[config.mk]
export PLATFORM = sky130hd
export DESIGN_NAME = toast_prog_loader_flat
export DESIGN_NICKNAME = d
export VERILOG_FILES = /design/src/rtl/toast_prog_loader_if.sv /design/src/rtl/toast_prog_loader.sv /design/src/flat_wrapper.sv
export SDC_FILE = /design/constraint.sdc
export NUM_CORES = 1
export LEC_CHECK = 0
export BUFFER_PORTS_ARGS = -buffer_cell sky130_fd_sc_hd__clkbuf_2
export CAP_MARGIN = 15
export CORE_MARGIN = 8
export CORE_UTILIZATION = 55
export DETAILED_ROUTE_END_ITERATION = 7
export GPL_TIMING_DRIVEN = 0
export PLACE_DENSITY = 0.72
export RECOVER_POWER = 25
export SLEW_MARGIN = 10
export SYNTH_ARGS = -nofsm -noshare
export SYNTH_HDL_FRONTEND = slang
export SYNTH_SLANG_ARGS = --single-unit
export TNS_END_PERCENT = 100
[constraint.sdc]
create_clock -name Clk -period 4 [get_ports Clk]
set_input_delay 0.6 -clock Clk [delete_from_list [all_inputs] [get_ports Clk]]
set_output_delay 0.6 -clock Clk [all_outputs]
set_load 0.005 [all_outputs]
[src/rtl/toast_prog_loader_if.sv]
// toast_prog_loader_if: byte stream in and word-write port out for toast_prog_loader
interface toast_prog_loader_if;
    logic        Rx_valid;
    logic [7:0]  Rx_data;
    logic        Rx_ready;
    logic        Mem_wr_en;
    logic [31:0] Mem_wr_addr;
    logic [31:0] Mem_wr_data;
    logic [3:0]  Mem_wr_byte_en;
    modport master (
        output Rx_valid, Rx_data,
        input  Rx_ready, Mem_wr_en, Mem_wr_addr, Mem_wr_data, Mem_wr_byte_en
    );
    modport slave (
        input  Rx_valid, Rx_data,
        output Rx_ready, Mem_wr_en, Mem_wr_addr, Mem_wr_data, Mem_wr_byte_en
    );
endinterface

[src/rtl/toast_prog_loader.sv]
// toast_prog_loader: streams a length-prefixed LE image into program memory while holding the core.
// Define LOADER_CHECKSUM_EN to require a trailing XOR checksum byte over the data bytes.
module toast_prog_loader #(
    parameter logic [31:0] BASE_ADDR = 32'h0000_0000,
    parameter int unsigned MEM_WORDS = 65536
) (
    input  logic               Clk,
    input  logic               Reset,
    toast_prog_loader_if.slave bus,
    input  logic               Load_req,
    output logic               Core_hold,
    output logic               Done,
    output logic               Error
);
`ifdef LOADER_CHECKSUM_EN
    typedef enum logic [2:0] {S_LEN, S_DATA, S_CSUM, S_RUN, S_ERROR} state_t;
    logic [7:0] csum;
`else
    typedef enum logic [2:0] {S_LEN, S_DATA, S_RUN, S_ERROR} state_t;
`endif
    state_t      state;
    logic [1:0]  byte_cnt;
    logic [31:0] len;
    logic [31:0] word_idx;
    logic [23:0] asm_word;
    logic        fire;
    logic        last_byte;
    logic [31:0] len_nx;
    logic [31:0] word_nx;
    assign fire      = bus.Rx_valid && bus.Rx_ready;
    assign last_byte = fire && byte_cnt == 2'd3;
    assign len_nx    = {bus.Rx_data, len[31:8]};
    assign word_nx   = {bus.Rx_data, asm_word};
    always_ff @(posedge Clk) begin
        if (Reset) begin
            state              <= S_LEN;
            byte_cnt           <= 2'd0;
            len                <= 32'd0;
            word_idx           <= 32'd0;
            asm_word           <= 24'd0;
            bus.Rx_ready       <= 1'b1;
            bus.Mem_wr_en      <= 1'b0;
            bus.Mem_wr_addr    <= BASE_ADDR;
            bus.Mem_wr_data    <= 32'd0;
            bus.Mem_wr_byte_en <= 4'b0000;
            Core_hold          <= 1'b1;
            Done               <= 1'b0;
            Error              <= 1'b0;
`ifdef LOADER_CHECKSUM_EN
            csum               <= 8'd0;
`endif
        end else begin
            bus.Mem_wr_en      <= 1'b0;
            bus.Mem_wr_byte_en <= 4'b0000;
            case (state)
                S_LEN: if (fire) begin
                    len      <= len_nx;
                    byte_cnt <= byte_cnt + 2'd1;
                    if (last_byte) begin
                        if (len_nx > MEM_WORDS) begin
                            state        <= S_ERROR;
                            bus.Rx_ready <= 1'b0;
                            Error        <= 1'b1;
                        end else if (len_nx == 32'd0) begin
`ifdef LOADER_CHECKSUM_EN
                            state        <= S_CSUM;
`else
                            state        <= S_RUN;
                            bus.Rx_ready <= 1'b0;
                            Core_hold    <= 1'b0;
                            Done         <= 1'b1;
`endif
                        end else begin
                            state    <= S_DATA;
                            word_idx <= 32'd0;
                        end
                    end
                end
                S_DATA: if (fire) begin
                    asm_word <= word_nx[31:8];
                    byte_cnt <= byte_cnt + 2'd1;
`ifdef LOADER_CHECKSUM_EN
                    csum     <= csum ^ bus.Rx_data;
`endif
                    if (last_byte) begin
                        bus.Mem_wr_en      <= 1'b1;
                        bus.Mem_wr_byte_en <= 4'b1111;
                        bus.Mem_wr_data    <= word_nx;
                        bus.Mem_wr_addr    <= BASE_ADDR + (word_idx << 2);
                        word_idx           <= word_idx + 32'd1;
                        if (word_idx == len - 32'd1) begin
`ifdef LOADER_CHECKSUM_EN
                            state        <= S_CSUM;
`else
                            // Release lags one cycle in RUN so the last write lands before the first fetch
                            state        <= S_RUN;
                            bus.Rx_ready <= 1'b0;
`endif
                        end
                    end
                end
`ifdef LOADER_CHECKSUM_EN
                S_CSUM: if (fire) begin
                    bus.Rx_ready <= 1'b0;
                    if (bus.Rx_data == csum) begin
                        state     <= S_RUN;
                        Core_hold <= 1'b0;
                        Done      <= 1'b1;
                    end else begin
                        state <= S_ERROR;
                        Error <= 1'b1;
                    end
                end
`endif
                S_RUN: begin
                    Core_hold <= Load_req;
                    Done      <= !Load_req;
                    if (Load_req) begin
                        state        <= S_LEN;
                        bus.Rx_ready <= 1'b1;
                        byte_cnt     <= 2'd0;
                        len          <= 32'd0;
                        word_idx     <= 32'd0;
`ifdef LOADER_CHECKSUM_EN
                        csum         <= 8'd0;
`endif
                    end
                end
                default: ;
            endcase
        end
    end
endmodule

[src/flat_wrapper.sv]
// flat-port wrapper written by rule: the top's interface ports become plain ports
module toast_prog_loader_flat 
#(
    parameter logic [31:0] BASE_ADDR = 32'h0000_0000,
    parameter int unsigned MEM_WORDS = 65536
)
  (Clk, Reset, Load_req, Core_hold, Done, Error, bus_Rx_valid, bus_Rx_data, bus_Rx_ready, bus_Mem_wr_en, bus_Mem_wr_addr, bus_Mem_wr_data, bus_Mem_wr_byte_en);
  toast_prog_loader_if bus_i ();
  input  logic Clk;
  input  logic Reset;
  input  logic Load_req;
  output logic Core_hold;
  output logic Done;
  output logic Error;
  input wire logic [$bits(bus_i.Rx_valid)-1:0] bus_Rx_valid;
  input wire logic [$bits(bus_i.Rx_data)-1:0] bus_Rx_data;
  output wire logic [$bits(bus_i.Rx_ready)-1:0] bus_Rx_ready;
  output wire logic [$bits(bus_i.Mem_wr_en)-1:0] bus_Mem_wr_en;
  output wire logic [$bits(bus_i.Mem_wr_addr)-1:0] bus_Mem_wr_addr;
  output wire logic [$bits(bus_i.Mem_wr_data)-1:0] bus_Mem_wr_data;
  output wire logic [$bits(bus_i.Mem_wr_byte_en)-1:0] bus_Mem_wr_byte_en;
  assign bus_i.Rx_valid = bus_Rx_valid;
  assign bus_i.Rx_data = bus_Rx_data;
  assign bus_Rx_ready = bus_i.Rx_ready;
  assign bus_Mem_wr_en = bus_i.Mem_wr_en;
  assign bus_Mem_wr_addr = bus_i.Mem_wr_addr;
  assign bus_Mem_wr_data = bus_i.Mem_wr_data;
  assign bus_Mem_wr_byte_en = bus_i.Mem_wr_byte_en;
  toast_prog_loader #(.BASE_ADDR(BASE_ADDR), .MEM_WORDS(MEM_WORDS)) u_core (.Clk(Clk), .Reset(Reset), .bus(bus_i), .Load_req(Load_req), .Core_hold(Core_hold), .Done(Done), .Error(Error));
endmodule
# Word-level counts from Yosys, hierarchy flattened
# Index checks and enable logic that the tools add are counted.
# W data, S select, Z words.
# totals
input_bits	12
wordCells	95
register_bits	164
output_inout_bits	73
# op_classes
mux	42
magnitude_cmp	1
reduce_logical	19
n_eq_ne	15
add_sub_neg	3
bitwise_logic	2
# op_table
cell	n
$mux W32	8
$pmux W32 S3	1
$pmux W32 S2	1
$add A32 B1 Y32 const B	1
$eq A32 B32 Y1	1
$gt A32 B17 Y1 const B	1
$logic_not A32 Y1	1
$sub A32 B1 Y32 const B	1
$mux W3	7
$mux W1	16
$reduce_and A8 Y1	2
$ne A2 B1 Y1 const B	7
$pmux W3 S3	1
$reduce_and A3 Y1	3
$reduce_and A7 Y1	1
$mux W2	3
$ne A2 B2 Y1 const B	3
$reduce_and A5 Y1	1
$mux W4	1
$pmux W1 S2	2
$pmux W2 S2	1
$reduce_and A4 Y1	1
$reduce_bool A2 Y1	2
$eq A3 B1 Y1 const B	1
13 further kinds	15

# Depth between registers and ports, before layout
# Gate-level depths: netlist of the first run.
# logic_depth
ltp_word	6
ltp_mapped	11
ltp_nobuf	10

# Worst setup path after synthesis of the first run
# No wires, ideal clock.
# synth_path
kind	input-to-reg
start	input bus_Rx_data[3]
end	register u_core.word_idx[0]
cell_stages	8
n_path_buf	1
arrival_time_ps	2553
path_slack_ps	1319
t_required_ps	3872
setup_ps	128
path_cell_list	or4_1 > nor4_1 > and3_1 > a21boi_1 > nor2_1 > a21o_1 > clkbuf_1 > nor2_1
# synth_between
elab_chain_cells	3
# synth_lines
item	line_no	rtl
start: declaration	flat_wrapper.sv:16	input wire logic [$bits(bus_i.Rx_data)-1:0] bus_Rx_data;
$gt A32 B17 Y1 / $logic_not A32 Y1 (equally long branches)	toast_prog_loader.sv:60, toast_prog_loader.sv:64	
$ne A2 B2 Y1 (no source line)	-	
$reduce_and A8 Y1 (no source line) *	-	
end signal: assignment	toast_prog_loader.sv:90	word_idx <= word_idx + 32'd1;
end: declaration	toast_prog_loader.sv:24	logic [31:0] word_idx;
# Every way passes the cells marked *; elsewhere a longest branch is shown, timed or not.
# A chain may end at the register's enable or synchronous reset.

# Worst setup path in the final report of the first run
# layout_path
start	register u_core.len[17]
end	register u_core.word_idx[14]
# layout_between
elab_chain_cells	3
# layout_lines
item	line_no	rtl
start: declaration	toast_prog_loader.sv:23	logic [31:0] len;
start signal: assignment	toast_prog_loader.sv:57	len <= len_nx;
$gt A32 B17 Y1 / $logic_not A32 Y1 (equally long branches)	toast_prog_loader.sv:60, toast_prog_loader.sv:64	
$ne A2 B2 Y1 (no source line)	-	
$reduce_and A8 Y1 (no source line) *	-	
# Marked as above.

==> impl_metrics.toml, run 1 <==
[setup_path]
setup.worst_path.class = "reg2reg"
timing.rr.end = "u_core.word_idx[14]"
required_ns = 4.30
crit_arrival_ns = 3.69
path_max_fanout = 10
endpoint_kind = "flip-flop"
r2r-start = "u_core.len[17]"
cp-start-kind = "flip-flop"
rrSetupSlack_ns = 0.61
r2r_cells = 9

[layout]
nNetsFinal = 1026
drive_above_1_share = 0.0853
diodes = 0
area_delta_synth_final_pct = 16.1

[pwr]
p_seq_frac = 0.405
p_int_uw = 2910
leakagePower_uw = 0.00308
pwr-share-clk = 0.383
switching_share = 0.315
powerDensity_mw_per_mm2 = 506
p_total_uw = 4240
p_sw_uw = 1340
power_frac_comb = 0.213
irDropWorstVdd_v = 0.000265

[cts]
clkSinkCount = 159
cts_tree = "built"
post_cts_buffers = 0
h-tree-depth = 4
clockRootBuffer = "clkbuf_16"
clockBufferDepth = 2
cts.repair.resized = 0
numCtsBuffers = 17
clkSlewWorstSetupHoldPaths_ns = 0.07
ctsHoldBuffers = 0
clk_latency_ns = 0.43

[synthesis]
syn_inst = 905
yosysWarningCount = 0
synth_flop_cell = "dfxtp_1"
yosys.cell_types.count = 58
avgSynthCellArea_um2 = 7.98
ys_async_sr_fraction = 0
seq_area_frac_synth = 0.441
synth_edf_count = 0
syn_area_mm2 = 0.00722
synth_top_area_cell = "dfxtp_1"
ys_ff_latch = 159
synthTopCellsByArea = "dfxtp_1, nand2_1, a21oi_1"
yosysTopAreaCellShare = 0.441

[run_status]
outcome = "finished clean"

[detailed_routing]
firstDrtPassIters = 5
drt_iter0_markers = 558
wl_per_cell_um = 16.1
dr_wl_met2_um = 8420
viasPerCell = 5.57
drt-met1-wl_um = 9260
dr_wl_met3_um = 1190
ant_nets = 0
vias = 6659
routed.top_layer = "met4"
wl_um = 19300
drc = 0

[timing]
slew_violations = 0
finClkSkew_ns = 0.00917
worstMarginPinSlew_ns = 0.893
hold_viol = 0
setup_viol = 0
rsz0062_at_grt = "no"
fin_crit_sh = 0.847
setup-tns-final_ns = 0
max_freq_ghz = 0.295
max_slew_margin = 0.398
layout_min_cycle_time_ns = 3.39

[worst_hold_path]
hold_end = "u_core.bus.Mem_wr_data[30]"
hold_class = "in2reg"
worstHoldPathCells = 3
worstHoldStart = "bus_Rx_data[6]"

[floorplan]
die_area_mm2 = 0.0170
start_util = 0.554
io-pin-count = 85
rows = 42
die_x_um = 131
core_mm2 = 0.0130
dieHeight_um = 131

[place]
io_buffers = 82
hpwlAfterDp_um = 14100
gp_congestion = 0.874

[global_route]
grt_use_total = 0.234
grt_pass1_wl_um = 31700
overflow = 0
grt_max_degree = 17
grt_pass1_vias = 6218
antenna_found_initial = 0

[run]
maxCapViolCount = 0
cell usage in the layout, fill, tap and decap left out, drive strengths merged, types with 3 or more instances in the layout:
cell      Yosys  final
a211o         5      5
and3         12     12
mux2i         7      7
a21oi       101    101
a31oi         4      4
nor3         10     10
nand4        17     17
nor2         87     87
xnor2        28     28
xor2         40     40
nand4b        6      6
clkbuf       62    163
dfxtp       159    159
nor2b         3      3
or3           8      8
o21ai        16     16
inv          12     18
a211oi        3      3
and4          7      7
buf          11     12
or4           7      7
nand3        23     23
a22oi        32     32
nor4         16     16
clkinvlp      0      4
nand2       193    193
ha            7      7
area by class of cell:
type | instances | area (um2)
sequential | 159 | 3180
fill | 1223 | 4650
buffer | 73 | 308
clock buffer | 20 | 467
timing repair buffer | 82 | 349
tap | 176 | 220
clock inverter | 12 | 123
multi-input combinational | 662 | 3690
inverter | 12 | 45.0
cells in the mapped netlist (3+ instances only):
master	number
a211o_1	5
a21oi_1	100
a22oi_1	32
a31oi_1	4
and3_1	12
and4_1	7
buf_2	3
buf_4	6
clkbuf_1	62
dfxtp_1	159
ha_1	7
inv_1	12
mux2i_1	7
nand2_1	193
nand3_1	22
nand4_1	17
nand4b_1	6
nor2_1	87
nor2b_1	3
nor3_1	9
nor4_1	14
o21ai_0	15
or3_1	8
or4_1	5
xnor2_1	28
xor2_1	40
how the worst max path moves through the flow:
stage,slack (ns),end,startpoint,cells after the start
floorplan,1.32,u_core.word_idx[0],bus_Rx_data[3],8
global placement,0.60,u_core.word_idx[27],bus_Rx_data[3],9
detailed placement,0.57,u_core.word_idx[5],bus_Rx_data[3],9
CTS,0.74,u_core.word_idx[5],u_core.len[16],9
global route,0.38,u_core.word_idx[14],u_core.len[17],9
finish,0.61,u_core.word_idx[14],u_core.len[17],9
metal layers:
layer	GRT usage	vias to the layer above
li1	-	3291
met1	0.327	3118
met2	0.345	220
met3	0.0463	30
met4	0.0959	0
met5	0	-
flip-flops by register name (all words and copies together), names as in the netlist:
| signal | flops |
|---|---|
| u_core.bus.Mem_wr_data | 32 |
| u_core.bus.Rx_ready | 1 |
| u_core.Error | 1 |
| u_core.asm_word | 24 |
| u_core.bus.Mem_wr_byte_en | 1 |
| u_core.bus.Mem_wr_addr | 30 |
| u_core.len | 32 |
| u_core.word_idx | 32 |
| u_core.Done | 1 |
| u_core.byte_cnt | 2 |
| u_core.state | 2 |
| u_core.Core_hold | 1 |
power by group through the flow:
stage / Sequential, uW / Clock (uW) / Combinational [uW]
2_1_floorplan: 1730 / 0 / 691
6_report: 1720 / 1620 / 903
3_5_place_dp: 1750 / 0 / 878
5_1_grt: 1730 / 1700 / 1000
3_3_place_gp: 1750 / 0 / 872
4_1_cts: 1720 / 1630 / 886
worst max-delay path, cell delays in order (launching register included):
cell and delay (ns):
dfxtp_1 0.29, clkbuf_1 0.21, nor4_1 0.53, nand4_1 0.45
xor2_1 0.32, a21boi_1 0.20, nor2_1 0.42, a21o_1 0.34
clkbuf_1 0.39, nor2_1 0.11
metrics by stage:
step | cells | util | setup slack, ns | area (um2) | hold slack [ns]
after floorplan | 906 | - | 1.32 | 7220 | 0.432
after global placement | 1164 | 0.603 | 0.605 | 7850 | 0.442
after detailed placement | 1164 | 0.603 | 0.567 | 7850 | 0.446
after CTS | 1196 | 0.648 | 0.737 | 8440 | 0.427
after global routing | 1196 | 0.643 | 0.379 | 8380 | 0.448
final | 1196 | 0.643 | 0.611 | 8380 | 0.441
cells by family after synthesis:
logic type | Yosys count | share of synthesized area
fa+ha+maj | 7 | 0.0121
other cells | 1 | 0.000519
mux | 7 | 0.00971
simple gates | 403 | 0.261
xor+xnor | 68 | 0.0825
buf+inv | 85 | 0.0489
flops | 159 | 0.441
compound gates | 175 | 0.145
Power figures use the tool's default switching activity.
==> run 2, diff against run 1 <==
--- a/config.mk
+++ b/config.mk
@@ -5,13 +5,14 @@
 export SDC_FILE = /design/constraint.sdc
 export NUM_CORES = 1
 export LEC_CHECK = 0
+export ABC_AREA = 1
 export BUFFER_PORTS_ARGS = -buffer_cell sky130_fd_sc_hd__clkbuf_2
 export CAP_MARGIN = 15
 export CORE_MARGIN = 8
-export CORE_UTILIZATION = 55
+export CORE_UTILIZATION = 54
 export DETAILED_ROUTE_END_ITERATION = 7
 export GPL_TIMING_DRIVEN = 0
-export PLACE_DENSITY = 0.72
+export PLACE_DENSITY = 0.73
 export RECOVER_POWER = 25
 export SLEW_MARGIN = 10
 export SYNTH_ARGS = -nofsm -noshare
==> constraint.sdc (replaced) <==
create_clock -name Clk -period 2.74 [get_ports Clk]
set_input_delay 0.411 -clock Clk [delete_from_list [all_inputs] [get_ports Clk]]
set_output_delay 0.411 -clock Clk [all_outputs]
set_load 0.005 [all_outputs]
==> run 2 against run 1 <==
Sequential share of layout area shrank 3.8 points; combinational power rose to 3.7 times the previous value; largest power group is now combinational cells; non-clock buffer count down 9.
==> impl_metrics.toml, run 2 <==
[run_status]
outcome = "finished clean"

[setup_path]
cp-start-kind = "flip-flop"
max_stage_delay_ns = 0.38
crit_arrival_ns = 2.86
required_ns = 3.05
endpoint_kind = "flip-flop"
cp-startpoint = "u_core.byte_cnt[0]"
path_max_fanout = 10
path_cells = "ha_2 -> nand2_1 -> nand2_1 -> inv_1 -> nor3_1 -> nand2_1 -> nor2_2 -> nand2_4 -> o21ai_4 -> inv_2 -> buf_4 -> o21ai_1 -> a21oi_1"
cp_common_cell = "nand2_1"
crit_slowest_cell = "dfxtp_1"
r2r_cells = 13
setup.worst_path.class = "reg2reg"
rrSetupSlack_ns = 0.19
r2r-start = "u_core.byte_cnt[0]"

[floorplan]
dieHeight_um = 139
io-pin-count = 85
die_x_um = 139
die_area_mm2 = 0.0192
start_util = 0.555
core_mm2 = 0.0146
rows = 44

[timing]
fin_crit_sh = 0.932
max_freq_ghz = 0.392
rsz0062_at_grt = "no"
worstMarginPinSlew_ns = 0.637
max_slew_margin = 0.575
layout_min_cycle_time_ns = 2.55
setup_viol = 0
slew_violations = 0
finClkSkew_ns = 0.0132
hold_viol = 0

[synthesis]
syn_inst = 1183
syn_area_mm2 = 0.00810
avgSynthCellArea_um2 = 6.85
ys_ff_latch = 159
synth_most_common_cell = "nand2_1"
synth_commonest_cells = "nand2_1, dfxtp_1, nor2_1"
synth_flop_cell = "dfxtp_1"
ys_async_sr_fraction = 0
seq_area_frac_synth = 0.393
yosys.cell_types.count = 42
synthTopCellsByArea = "dfxtp_1, nand2_1, a21oi_1"
synth_top_area_cell = "dfxtp_1"
yosysTopAreaCellShare = 0.393
yosysWarningCount = 0
synth_edf_count = 0

[place]
dpl_cell_area_mm2 = 0.00874
hpwlAfterDp_um = 19000
io_buffers = 81
gp_congestion = 0.982

[global_route]
antenna_found_initial = 0
grt_use_total = 0.249
grt_pass1_wl_um = 39300
grt_pass1_vias = 7646
overflow = 0
grt_max_degree = 18

[detailed_routing]
wl_um = 24800
ant_nets = 0
drc = 0
wl_per_cell_um = 16.7
firstDrtPassIters = 7
dr_wl_met2_um = 11200
viasPerCell = 5.53
drt_iter0_markers = 796
dr_wl_met3_um = 1540
vias = 8202
routed.top_layer = "met4"
drt-met1-wl_um = 11500

[cts]
clkSlewWorstSetupHoldPaths_ns = 0.07
clk_latency_ns = 0.44
cts_tree = "built"
clkSinkCount = 159
clockRootBuffer = "clkbuf_16"
h-tree-depth = 4
numCtsBuffers = 17
clockBufferDepth = 2
ctsHoldBuffers = 0

[layout]
drive_above_1_share = 0.102
fill_cells = 1387
area_delta_synth_final_pct = 14.9
diodes = 0
final_cell_mix = "nand2_1, dfxtp_1, nor2_1, a21oi_1, inv_1"
reg_top3 = "u_core.bus.Mem_wr_data (32), u_core.len (32), u_core.word_idx (32)"
nNetsFinal = 1304
final_common_cell = "nand2_1"
final_area_mm2 = 0.00931

[run]
maxCapViolCount = 0

[pwr]
leakagePower_uw = 0.00401
irDropWorstVdd_v = 0.000582
powerDensity_mw_per_mm2 = 930
p_total_uw = 8650

[worst_hold_path]
worstHoldPathCells = 3
worstHoldStart = "bus_Rx_data[7]"
hold_class = "in2reg"
run 2: routing by layer:
layer	vias up	global-route usage
met4	0	0.0858
met3	45	0.0455
met2	298	0.397
met1	3783	0.332
met5	-	0
li1	4076	-
run 2: worst max-delay path, delay by kind of cell, from the launching register on:
family,cells,cell delay (ns)
compound gates,3,0.43
fa+ha+maj,1,0.33
buf+inv,3,0.31
flops,1,0.38
simple gates,6,0.97
run 2: metrics by stage:
| stage | TNS (ns) | hold slack [ns] | std cells | setup slack (ns) | util |
|---|---|---|---|---|---|
| final | 0 | 0.243 | 1482 | 0.187 | 0.638 |
| after floorplan | 0 | 0.430 | 1184 | 0.710 | - |
| after detailed placement | -0.0150 | 0.460 | 1449 | -0.00843 | 0.599 |
| after CTS | 0 | 0.249 | 1481 | 0.0237 | 0.640 |
| after global placement | 0 | 0.451 | 1449 | 0.0184 | 0.599 |
| after global routing | 0 | 0.257 | 1482 | 0.00643 | 0.638 |
run 2: worst paths after layout:
| check | to |
|---|---|
| max | u_core.word_idx[10] |
| max reg2reg | u_core.word_idx[10] |
| min reg2reg | u_core.asm_word[12] |
| min | u_core.len[31] |
run 2: cell families (layout without fill, tap and decap cells):
family                   after synthesis  count (layout)  synth area share
AND/OR/NAND/NOR                      545             545             0.298
flip-flops                           159             159             0.393
XOR/XNOR                              35              35            0.0395
AO/OA/AOI/OAI                        254             254             0.168
other                                  1               2          0.000463
buffers and inverters                182             296            0.0908
adder cells (fa/ha/maj)                7               7            0.0108
run 2: cell type report:
type	count	area, um2	area share
Buffer	64	293	0.0314
Clock inverter	15	173	0.0185
Inverter	118	445	0.0478
Tap cell	184	230	0.0247
Multi-Input combinational cell	843	4200	0.451
Sequential cell	159	3180	0.342
Clock buffer	17	425	0.0457
Timing Repair Buffer	82	359	0.0386
run 2: power by group:
group          switching (uW)  leakage (uW)  internal (uW)  total (uW)
logic                    2220       0.00243           1090        3310
clock network            1120      0.000297           1300        2430
registers                 337       0.00129           2580        2920
run 2: repair_timing:
item                                    4_1_cts  5_1_grt
gates resized for setup                       1        7
setup buffers                                 0        1
pin swaps                                     0        1
endpoints found under the setup margin       20       26
endpoints found under the hold margin         0        0
==> run 3, diff against run 2 <==
--- a/config.mk
+++ b/config.mk
@@ -11,9 +11,11 @@
 export CORE_MARGIN = 8
 export CORE_UTILIZATION = 54
 export DETAILED_ROUTE_END_ITERATION = 7
+export GPL_ROUTABILITY_DRIVEN = 0
 export GPL_TIMING_DRIVEN = 0
 export PLACE_DENSITY = 0.73
 export RECOVER_POWER = 25
+export REMOVE_ABC_BUFFERS = 1
 export SLEW_MARGIN = 10
 export SYNTH_ARGS = -nofsm -noshare
 export SYNTH_HDL_FRONTEND = slang
==> run 3 against run 2 <==
Utilization shrank 0.47 points; final area shrank 0.74%; clock power grew 2%; sequential share of layout area grew 0.25 points; hold slack lost 0.0024 ns; die area is the same; register-to-register slack lost 0.03 ns; routed wire length shrank 6.7%; power grew 0.88%; largest power group unchanged.
==> impl_metrics.toml, run 3 (synthesis results as in run 2) <==
[layout]
drive_above_1_share = 0.107
area_delta_synth_final_pct = 14.0
diodes = 0
final_cell_mix = "nand2_1, dfxtp_1, nor2_1, a21oi_1, inv_1"
reg_top3 = "u_core.bus.Mem_wr_data (32), u_core.len (32), u_core.word_idx (32)"
fill_cells = 1331
nNetsFinal = 1254
final_common_cell = "nand2_1"

[floorplan]
core_mm2 = 0.0146
dieHeight_um = 139
start_util = 0.555
die_area_mm2 = 0.0192
rows = 44
die_x_um = 139
io-pin-count = 85

[setup_path]
crit_slowest_cell = "dfxtp_1"
r2r-start = "u_core.state[0]"
r2r_cells = 12
endpoint_kind = "flip-flop"
cp-start-kind = "flip-flop"
rrSetupSlack_ns = 0.16
path_cells = "inv_1 -> ha_2 -> bufinv_16 -> nor2_1 -> nor3_1 -> nand2_1 -> nor2_4 -> nand2_4 -> o21ai_4 -> inv_2 -> o21ai_1 -> a22oi_1"
path_max_fanout = 18
required_ns = 3.05
timing.rr.end = "u_core.word_idx[5]"
max_stage_delay_ns = 0.39
crit_arrival_ns = 2.89
setup.worst_path.class = "reg2reg"

[timing]
setup_viol = 0
fin_crit_sh = 0.942
finClkSkew_ns = 0.00732
max_freq_ghz = 0.387
rsz0062_at_grt = "no"
slew_violations = 0
hold_viol = 0
worstMarginPinSlew_ns = 1.19
hold_slack_ns = 0.241
max_slew_margin = 0.204
layout_min_cycle_time_ns = 2.58

[cts]
clockRootBuffer = "clkbuf_16"
numCtsBuffers = 17
clockBufferDepth = 2
h-tree-depth = 4
clkSlewWorstSetupHoldPaths_ns = 0.06
clkSinkCount = 159
cts_tree = "built"
clk_latency_ns = 0.44

[pwr]
powerDensity_mw_per_mm2 = 945
p_int_uw = 5160
p_sw_uw = 3570
leakagePower_uw = 0.00395
irDropWorstVdd_v = 0.000579
switching_share = 0.409
p_total_uw = 8730
p_seq_frac = 0.333
power_frac_comb = 0.382
pwr-share-clk = 0.284

[global_route]
antenna_found_initial = 0
grt_pass1_vias = 7233
grt_max_degree = 93
overflow = 0
grt_pass1_wl_um = 36500
grt_use_total = 0.229

[detailed_routing]
ant_nets = 0
wl_per_cell_um = 16.1
wl_um = 23100
drt-met1-wl_um = 10500
drc = 0
firstDrtPassIters = 5
viasPerCell = 5.59
dr_wl_met3_um = 1560
dr_wl_met2_um = 10600
routed.top_layer = "met4"
drt_iter0_markers = 792
vias = 8007

[worst_hold_path]
hold_end = "u_core.len[31]"
worstHoldStart = "bus_Rx_data[7]"
hold_class = "in2reg"
worstHoldPathCells = 3

[place]
hpwlAfterDp_um = 15900
io_buffers = 82

[run]
maxCapViolCount = 0

[run_status]
outcome = "finished clean"
==> run 3: changes by cell type in the layout (fill, tap and decap cells not counted), moves of 3 or more <==
cell / change
clkbuf_1: -43
clkinvlp_4: +5
buf_2: -4
buf_4: -4
inv_6: +4
inv_8: -4
bufinv_16: +3
==> run 3: what timing repair did <==
| item | CTS | global route |
|---|---|---|
| cloned | 1 | 2 |
| buffers inserted | 1 | 6 |
| hold buffers | 0 | 0 |
| pin swaps | 1 | 3 |
| gates resized for setup | 5 | 7 |
| endpoints found under the setup margin | 56 | 28 |
==> run 3: worst max-delay path by stage <==
stage | end | slack, ns | startpoint
after detailed placement | u_core.word_idx[5] | -0.59 | u_core.state[0]
after global placement | u_core.bus.Mem_wr_data[24] | -5.41 | u_core.state[1]
after floorplan | u_core.bus.Mem_wr_data[24] | -2.33 | u_core.state[1]
after global routing | u_core.bus.Mem_wr_data[12] | 0.02 | u_core.state[1]
final | u_core.word_idx[5] | 0.16 | u_core.state[0]
after CTS | u_core.word_idx[5] | -0.002 | u_core.state[0]
==> run 3: per-stage QoR <==
stage	setup slack (ns)	setup TNS (ns)	utilization	instances	instance area, um2
final	0.158	0	0.633	1432	9240
after global routing	0.0158	0	0.633	1432	9240
after CTS	-0.00229	-0.00229	0.631	1424	9200
after detailed placement	-0.595	-18.12	0.587	1390	8560
after global placement	-5.41	-342.93	0.580	1386	8460
after floorplan	-2.33	-107.96	-	1120	7820
==> run 3: cell type report <==
class,instances,area [um2],area share
Sequential cell,159,3180,0.344
Timing Repair inverter,2,13.8,0.00149
Inverter,118,483,0.0523
Clock inverter,14,180,0.0195
Multi-Input combinational cell,844,4230,0.458
Clock buffer,18,429,0.0464
Timing Repair Buffer,93,490,0.0531
Tap cell,184,230,0.0249
==> run 3: power by group through the flow <==
stage	Combinational (uW)	Clock [uW]	Sequential, uW
after global placement	3740	0	3020
after floorplan	2430	0	2840
final	3340	2480	2910
after detailed placement	3150	0	2940
after global routing	3730	2590	2940
after CTS	3180	2490	2890
==> run 3: metal layers <==
| layer | track usage | up-vias |
|---|---|---|
| met5 | 0 | - |
| met4 | 0.0709 | 0 |
| met3 | 0.0500 | 45 |
| met2 | 0.364 | 261 |
| met1 | 0.303 | 3731 |
| li1 | - | 3970 |
==> run 3: critical path: cells and delay by family (launching register included) <==
kind / cells / cell delay (ns)
adder cells (fa/ha/maj): 1 / 0.30
buffers and inverters: 3 / 0.53
AO/OA/AOI/OAI: 3 / 0.49
flip-flops: 1 / 0.39
AND/OR/NAND/NOR: 5 / 0.73
